$ cat config.mk
export PLATFORM = sky130hd
export DESIGN_NAME = dice_roll_controller
export DESIGN_NICKNAME = d
export VERILOG_FILES = /design/src/rtl/dice_roll_controller.sv
export SDC_FILE = /design/constraint.sdc
export NUM_CORES = 1
export LEC_CHECK = 0
export CAP_MARGIN = 20
export CORE_ASPECT_RATIO = 1.75
export CORE_MARGIN = 1.5
export CORE_UTILIZATION = 60
export CTS_CLUSTER_SIZE = 14
export DETAILED_ROUTE_END_ITERATION = 8
export PLACE_DENSITY = 0.8
export REMOVE_ABC_BUFFERS = 1
export SLEW_MARGIN = 20
export SYNTH_ARGS = -nofsm -noshare
export SYNTH_HDL_FRONTEND = slang
export SYNTH_SLANG_ARGS = --single-unit
$ cat constraint.sdc
create_clock -name Clk100MHz -period 6.65 [get_ports Clk100MHz]
set_input_delay 1.995 -clock Clk100MHz [delete_from_list [all_inputs] [get_ports Clk100MHz]]
set_output_delay 1.995 -clock Clk100MHz [all_outputs]
set_load 0.01 [all_outputs]
$ cat src/rtl/dice_roll_controller.sv
// ============================================================================
// Module   : dice_roll_controller
// Brief    : Debounced roll button sequencer for the craps game FSM. Runs a
//            timed tumble, latches two die values from free-running counters,
//            presents their sum and emits a one-cycle roll strobe.
// Options  : ROLL_ANIM_EN - when defined, Die1/Die2 tumble during ROLLING
//            and are restored to their pre-roll values on an abort.
// Revision : 1.0 - initial release
// ============================================================================
`timescale 1ns/1ps
`default_nettype none

module dice_roll_controller #(
  parameter int DEBOUNCE_CYCLES = 1_000_000,
  parameter int ROLL_CYCLES     = 25_000_000
) (
  input  logic       Clk100MHz,
  input  logic       reset,
  input  logic       RollButton,
  input  logic       GameOver,
  output logic [2:0] Die1,
  output logic [2:0] Die2,
  output logic [3:0] DiceSum,
  output logic       DiceRolled,
  output logic       Busy,
  output logic [7:0] RollCount
);

  localparam int DB_W = (DEBOUNCE_CYCLES > 1) ? $clog2(DEBOUNCE_CYCLES) : 1;
  localparam int RC_W = (ROLL_CYCLES > 1) ? $clog2(ROLL_CYCLES) : 1;
  localparam logic [DB_W-1:0] DB_LAST   = DB_W'(DEBOUNCE_CYCLES - 1);
  localparam logic [RC_W-1:0] ROLL_LAST = RC_W'(ROLL_CYCLES - 1);

  typedef enum logic [1:0] {
    IDLE         = 2'd0,
    ROLLING      = 2'd1,
    REPORT       = 2'd2,
    WAIT_RELEASE = 2'd3
  } state_t;

  state_t          state;
  logic            btn_meta;
  logic            btn_s;
  logic            btn_db;
  logic            btn_db_prev;
  logic [DB_W-1:0] db_cnt;
  logic [RC_W-1:0] roll_cnt;
  logic [2:0]      f1;
  logic [2:0]      f2;
  logic            press;

`ifdef ROLL_ANIM_EN
  logic [2:0]      save_d1;
  logic [2:0]      save_d2;
`endif

  // A press is the rising edge of the debounced level, seen one cycle late.
  assign press = btn_db & ~btn_db_prev;

  // Two-flop synchronizer for the asynchronous pushbutton.
  always_ff @(posedge Clk100MHz or posedge reset) begin
    if (reset) begin
      btn_meta <= 1'b0;
      btn_s    <= 1'b0;
    end else begin
      btn_meta <= RollButton;
      btn_s    <= btn_meta;
    end
  end

  // Accept a new button level only after it has differed for the full window.
  always_ff @(posedge Clk100MHz or posedge reset) begin
    if (reset) begin
      db_cnt      <= '0;
      btn_db      <= 1'b0;
      btn_db_prev <= 1'b0;
    end else begin
      btn_db_prev <= btn_db;
      if (btn_s == btn_db) begin
        db_cnt <= '0;
      end else if (db_cnt == DB_LAST) begin
        btn_db <= btn_s;
        db_cnt <= '0;
      end else begin
        db_cnt <= db_cnt + 1'b1;
      end
    end
  end

  // Free-running dice: f1 spins every clock, f2 steps when f1 wraps.
  always_ff @(posedge Clk100MHz or posedge reset) begin
    if (reset) begin
      f1 <= 3'd1;
      f2 <= 3'd1;
    end else begin
      f1 <= (f1 == 3'd6) ? 3'd1 : f1 + 3'd1;
      if (f1 == 3'd6) begin
        f2 <= (f2 == 3'd6) ? 3'd1 : f2 + 3'd1;
      end
    end
  end

  // Roll sequencer; every output is registered here.
  always_ff @(posedge Clk100MHz or posedge reset) begin
    if (reset) begin
      state      <= IDLE;
      roll_cnt   <= '0;
      Die1       <= 3'd0;
      Die2       <= 3'd0;
      DiceSum    <= 4'd0;
      DiceRolled <= 1'b0;
      Busy       <= 1'b0;
      RollCount  <= 8'd0;
`ifdef ROLL_ANIM_EN
      save_d1    <= 3'd0;
      save_d2    <= 3'd0;
`endif
    end else begin
      DiceRolled <= 1'b0;
      case (state)
        IDLE: begin
          if (press && !GameOver) begin
            state    <= ROLLING;
            roll_cnt <= '0;
            Busy     <= 1'b1;
`ifdef ROLL_ANIM_EN
            save_d1  <= Die1;
            save_d2  <= Die2;
`endif
          end
        end
        ROLLING: begin
          // Abort has priority over a latch landing on the same cycle.
          if (GameOver) begin
            state <= WAIT_RELEASE;
`ifdef ROLL_ANIM_EN
            Die1  <= save_d1;
            Die2  <= save_d2;
`endif
          end else if (roll_cnt == ROLL_LAST) begin
            Die1       <= f1;
            Die2       <= f2;
            DiceSum    <= {1'b0, f1} + {1'b0, f2};
            DiceRolled <= 1'b1;
            if (RollCount != 8'hFF) begin
              RollCount <= RollCount + 8'd1;
            end
            state      <= REPORT;
          end else begin
            roll_cnt <= roll_cnt + 1'b1;
`ifdef ROLL_ANIM_EN
            Die1     <= f1;
            Die2     <= f2;
`endif
          end
        end
        REPORT: begin
          state <= WAIT_RELEASE;
        end
        WAIT_RELEASE: begin
          if (!btn_db) begin
            state <= IDLE;
            Busy  <= 1'b0;
          end
        end
        default: begin
          state <= IDLE;
          Busy  <= 1'b0;
        end
      endcase
    end
  end

endmodule

`default_nettype wire

# Word level (Yosys, flattened, before mapping)
# Cells that the tools add are included.
# word_totals
reg_bits,77
wordCells,69
# op_classes
add_sub_neg,6
eq_ne,14
muxes,19
n_bitwise,4
reduce_logical,11
# op_table
operator,count
25-bit two-way mux,3
25-bit one-hot mux with 2 select lines,1
20-bit two-way mux,2
"25-bit by 1-bit adder with 25-bit output, second input constant",1
"25-bit equality test, second input constant",1
"20-bit by 1-bit adder with 20-bit output, second input constant",1
"20-bit equality test, second input constant",1
3-bit AND reduction,3
"8-bit by 1-bit adder with 8-bit output, second input constant",1
2-bit two-way mux,4
"2-bit inequality test, second input constant",4
"8-bit inequality test, second input constant",1
2-bit one-hot mux with 4 select lines,1
4-bit AND reduction,2
"3-bit by 1-bit adder with 3-bit output, second input constant",2
"3-bit equality test, second input constant",2
3-bit two-way mux,2
1-bit two-way mux,5
3-bit by 3-bit adder with 4-bit output,1
"2-bit equality test, second input constant",2
2-bit nonzero test,2
"3-bit inequality test, second input constant",1
1-bit inverter,3
"2-bit by 1-bit equality test with 1-bit output, second input constant",1
other kinds (7),7

# Logic depth before layout (Yosys ltp)
# depth
depth_word,5
depth_mapped,10
ltp_nobuf,7

# Worst setup path before layout
# Ideal clock, no wire load.
# synth_path
path_type,in2reg
start,in GameOver
end,reg DiceSum[0]
setup_time_ns,0.125
arrival_time_ns,3.200
t_required_ns,6.525
slack_ns,3.325
path_stages,4
cell_sequence,nand2b_1 > nor4_4 > buf_4 > mux2_2
# synth_via
elab_chain_len,2
# synth_rtl
item,line_no,source
from (decl),20,"input logic GameOver,"
1-bit inverter (no line),-,
3-bit AND reduction (no line),-,
to (signal assigned),143,"DiceSum <= {1'b0, f1} + {1'b0, f2};"
to (decl),23,"output logic [3:0] DiceSum,"
# Every way passes these cells.
# A chain may end at the register's enable or synchronous reset.

# Final worst setup path
# layout_path
start,in GameOver
end,reg RollCount[7]
# layout_via
elab_chain_len,2
# layout_rtl
item,line_no,source
1-bit inverter (no line),-,
4-bit AND reduction (no line),-,
to (signal assigned),146,RollCount <= RollCount + 8'd1;
to (decl),26,output logic [7:0] RollCount
# Every way passes these cells.

==> impl_metrics.csv <==
group,metric,value,unit
run_status,status,"finished clean",
layout,fin_util,69.8,%
min_path,hp-class,"flop to flop",
drt,route.detailed.drc,0,
yosys,synth_area,0.00396,sq mm
layout,n_antenna_cell,0,
clocking,cts_hold_buf,0,
power_and_ir_drop,irDropWorstVdd,242,uV
layout,nets,430,
yosys,ys_async_sr_fraction,100,%
timing,setup_tns,0,ns
clocking,cts_resized,0,
worst_setup_path,startpoint_type,"input port",
worst_setup_path,critPathBufInv,1,
worst_setup_path,cp_top_family,"simple AND/OR/NAND/NOR gates",
power_and_ir_drop,clkPwrFrac,41.3,%
drt,drt_pre_antenna_iters,4,
worst_setup_path,crit_chain,"clkdlybuf4s50_1 -> nand2b_1 -> nor4_4 -> and3_1 -> mux2_1",
grt,antenna_found_initial,0,
floorplan,dieArea,0.00711,sq mm
placed_design,place_worst_setup_slack,2.33,ns
yosys,synth.top_cell.area_share,47.4,%
drt,ant_nets,0,
yosys,synth_warnings,0,
drt,dr_total_vias,3102,
clocking,insertion_delay,0.34,ns
timing,finalSetupViolations,0,
grt,first_global_vias,3137,
yosys,post-synth-top-count-cell,"dfrtp_1",
drt,wl_per_cell,16.4,um
yosys,yosys-top-cells-count,"dfrtp_1, nand2_1, nor2_1, nand3_1, a21oi_1",
grt,overflow,0,
power_and_ir_drop,p_leak,1.92,nW
clocking,tritoncts,"built",
timing,rsz0062_at_grt,"false",
timing,fin_skew,0.00689,ns
yosys,yosysTopAreaCell,"dfrtp_1",
floorplan,die_h,110,um
timing,setup_ws,2.66,ns
yosys,synth_flop_cell,"dfrtp_1",
yosys,synth.area.top_cells,"dfrtp_1, nand3_1, nand2_1",
placed_design,port_buffers,23,
power_and_ir_drop,power_density,257,mW/mm^2
timing,period_minus_slack,3.99,ns
timing,maxSlewViolCount,0,
grt,grt_use_met2,43.2,%
drt,vias_per_cell,6.17,
floorplan,start_util,61.5,%
placed_design,post-dp-hpwl,5.74,mm
power_and_ir_drop,p_comb_share,14.6,%
timing,max_freq,251,MHz
yosys,synth_cells,396,
clocking,clk_path_buf_depth,2,
yosys,syn_area_per_cell,10.0,sq um
clocking,clock_sinks,77,
power_and_ir_drop,intPower,0.000836,W
placed_design,finalWeightedCongestion,0.852,
layout,drive_gt1_share,9.03,%
timing,hold_viol,0,
grt,use_met3,6.62,%
worst_setup_path,crit_fanout,15,
floorplan,die_x,64.4,um
clocking,htree_levels,3,
worst_setup_path,end_kind,"flop",
drt,drt_iter0_drc,219,
layout,syn_to_final_growth,13.6,%
power_and_ir_drop,p_sw_share,27.7,%
clocking,post-cts-setup-buffers,0,
grt,busiest_layer,"met2",
grt,grt_usage,26.1,%
timing,period_share,59.9,%
timing,relSlewSlack,28.9,%
layout,fillers,502,
clocking,numCtsBuffers,9,
grt,grt_pass1_wl,14.6,mm
power_and_ir_drop,seq_power_share,44.2,%
worst_setup_path,crit_required,6.87,ns
run,maxCapViolations,0,
yosys,ys_types,56,
worst_setup_path,cp.arrival,4.21,ns
yosys,ys_seq_area_share,48.7,%
power_and_ir_drop,power.switching,0.000320,W
drt,wirelength,8.27,mm
grt,use_met1,30.9,%
yosys,synth_edf_count,0,
floorplan,core.rowCount,39,
floorplan,pin_count,24,
grt,grt_max_degree,78,
timing,holdWs,0.350,ns
worst_setup_path,slowest_delay,0.86,ns
clocking,root_buffer,"clkbuf_16",
clocking,path_clk_slew,0.06,ns
yosys,ys_ff_latch,77,
worst_setup_path,cp_slowest_cell,"nor4_4",
timing,tightest_slew,1.06,ns
worst_setup_path,critical_path_class,"input port to flop",
floorplan,core_region_area,0.00644,sq mm
## placed cells by master (no fill, tap or decap), drive strengths merged, types with 3 or more instances in the layout
cell            n
nand4          11
a22o            3
nand2b          3
a21oi          17
ha              9
or4             8
a31oi          11
dfrtp          75
clkbuf          9
nand2          37
and3            8
mux2           12
xnor2          11
nor4            6
inv            15
or3             7
clkinv          5
o211ai          4
o21ai          17
clkdlybuf4s50  23
xor2           14
nor3            4
nor2           35
nand3          28
and4            7
o31ai           4
## cell families after synthesis
kind of cell,after synthesis,synth area share [%]
xor+xnor,25,5.53
mux,14,3.92
buf+inv,30,3.82
compound gates,71,11.4
simple gates,169,23.2
flops,77,48.7
fa+ha+maj,10,3.35
## power groups by stage
stage | Sequential [W] | Clock, W | Combinational [W]
after global placement | 0.000516 | 0 | 0.000160
after global routing | 0.000514 | 0.000504 | 0.000191
after floorplan | 0.000513 | 0 | 0.000128
after detailed placement | 0.000519 | 0 | 0.000167
after CTS | 0.000510 | 0.000488 | 0.000168
final | 0.000510 | 0.000477 | 0.000168
## final cells by class
class / count / area (sq um) / area share (%)
clock buffers: 9 / 225 / 5.01
multi-input cells: 289 / 1880 / 41.8
repair buffers: 24 / 238 / 5.29
clock inverters: 7 / 66.3 / 1.48
inverters: 15 / 56.3 / 1.25
flip-flops and latches: 77 / 1930 / 42.9
well taps: 82 / 103 / 2.28
## metal layers
| layer | vias up | wire length, um |
|---|---|---|
| met5 | - | 0 |
| met4 | 0 | 253 |
| met3 | 19 | 273 |
| met2 | 71 | 4540 |
| met1 | 1534 | 3200 |
| li1 | 1478 | - |
## flip-flops by register name, summed over array words and instances (netlist names)
register,count
Busy,1
DiceRolled,1
DiceSum,4
Die1,3
Die2,3
RollCount,8
btn_db,1
btn_db_prev,1
btn_meta,1
btn_s,1
db_cnt,20
f1,3
f2,3
roll_cnt,25
state,2
## worst register-to-register path, stage by stage (launching register included)
cell and delay (ns):
dfrtp_1 0.42, or4b_1 0.60, or4_1 0.66, o21ai_2 0.90
o21ai_0 0.25, a21oi_1 0.18
## path summary, 6_finish.rpt
| check | startpoint | endpoint | slack, ns | cells after the start |
|---|---|---|---|---|
| setup / recovery | GameOver | RollCount[7] | 2.66 | 5 |
| min in group asynchronous | reset | roll_cnt[6] | 2.26 | 3 |
| max in group asynchronous | reset | db_cnt[1] | 3.77 | 3 |
| hold reg to reg | btn_meta | btn_s | 0.35 | 0 |
| setup reg to reg | roll_cnt[17] | roll_cnt[11] | 3.56 | 5 |
| hold / removal | btn_meta | btn_s | 0.35 | 0 |
## through the flow
| step | cells | total power [W] | area, sq um |
|---|---|---|---|
| after detailed placement | 487 | 0.000686 | 4200 |
| final | 503 | 0.00116 | 4500 |
| after CTS | 503 | 0.00117 | 4500 |
| after global placement | 487 | 0.000676 | 4200 |
| after global routing | 503 | 0.00121 | 4500 |
| after floorplan | 381 | 0.000641 | 3860 |
(Power assumes the default switching activity.)
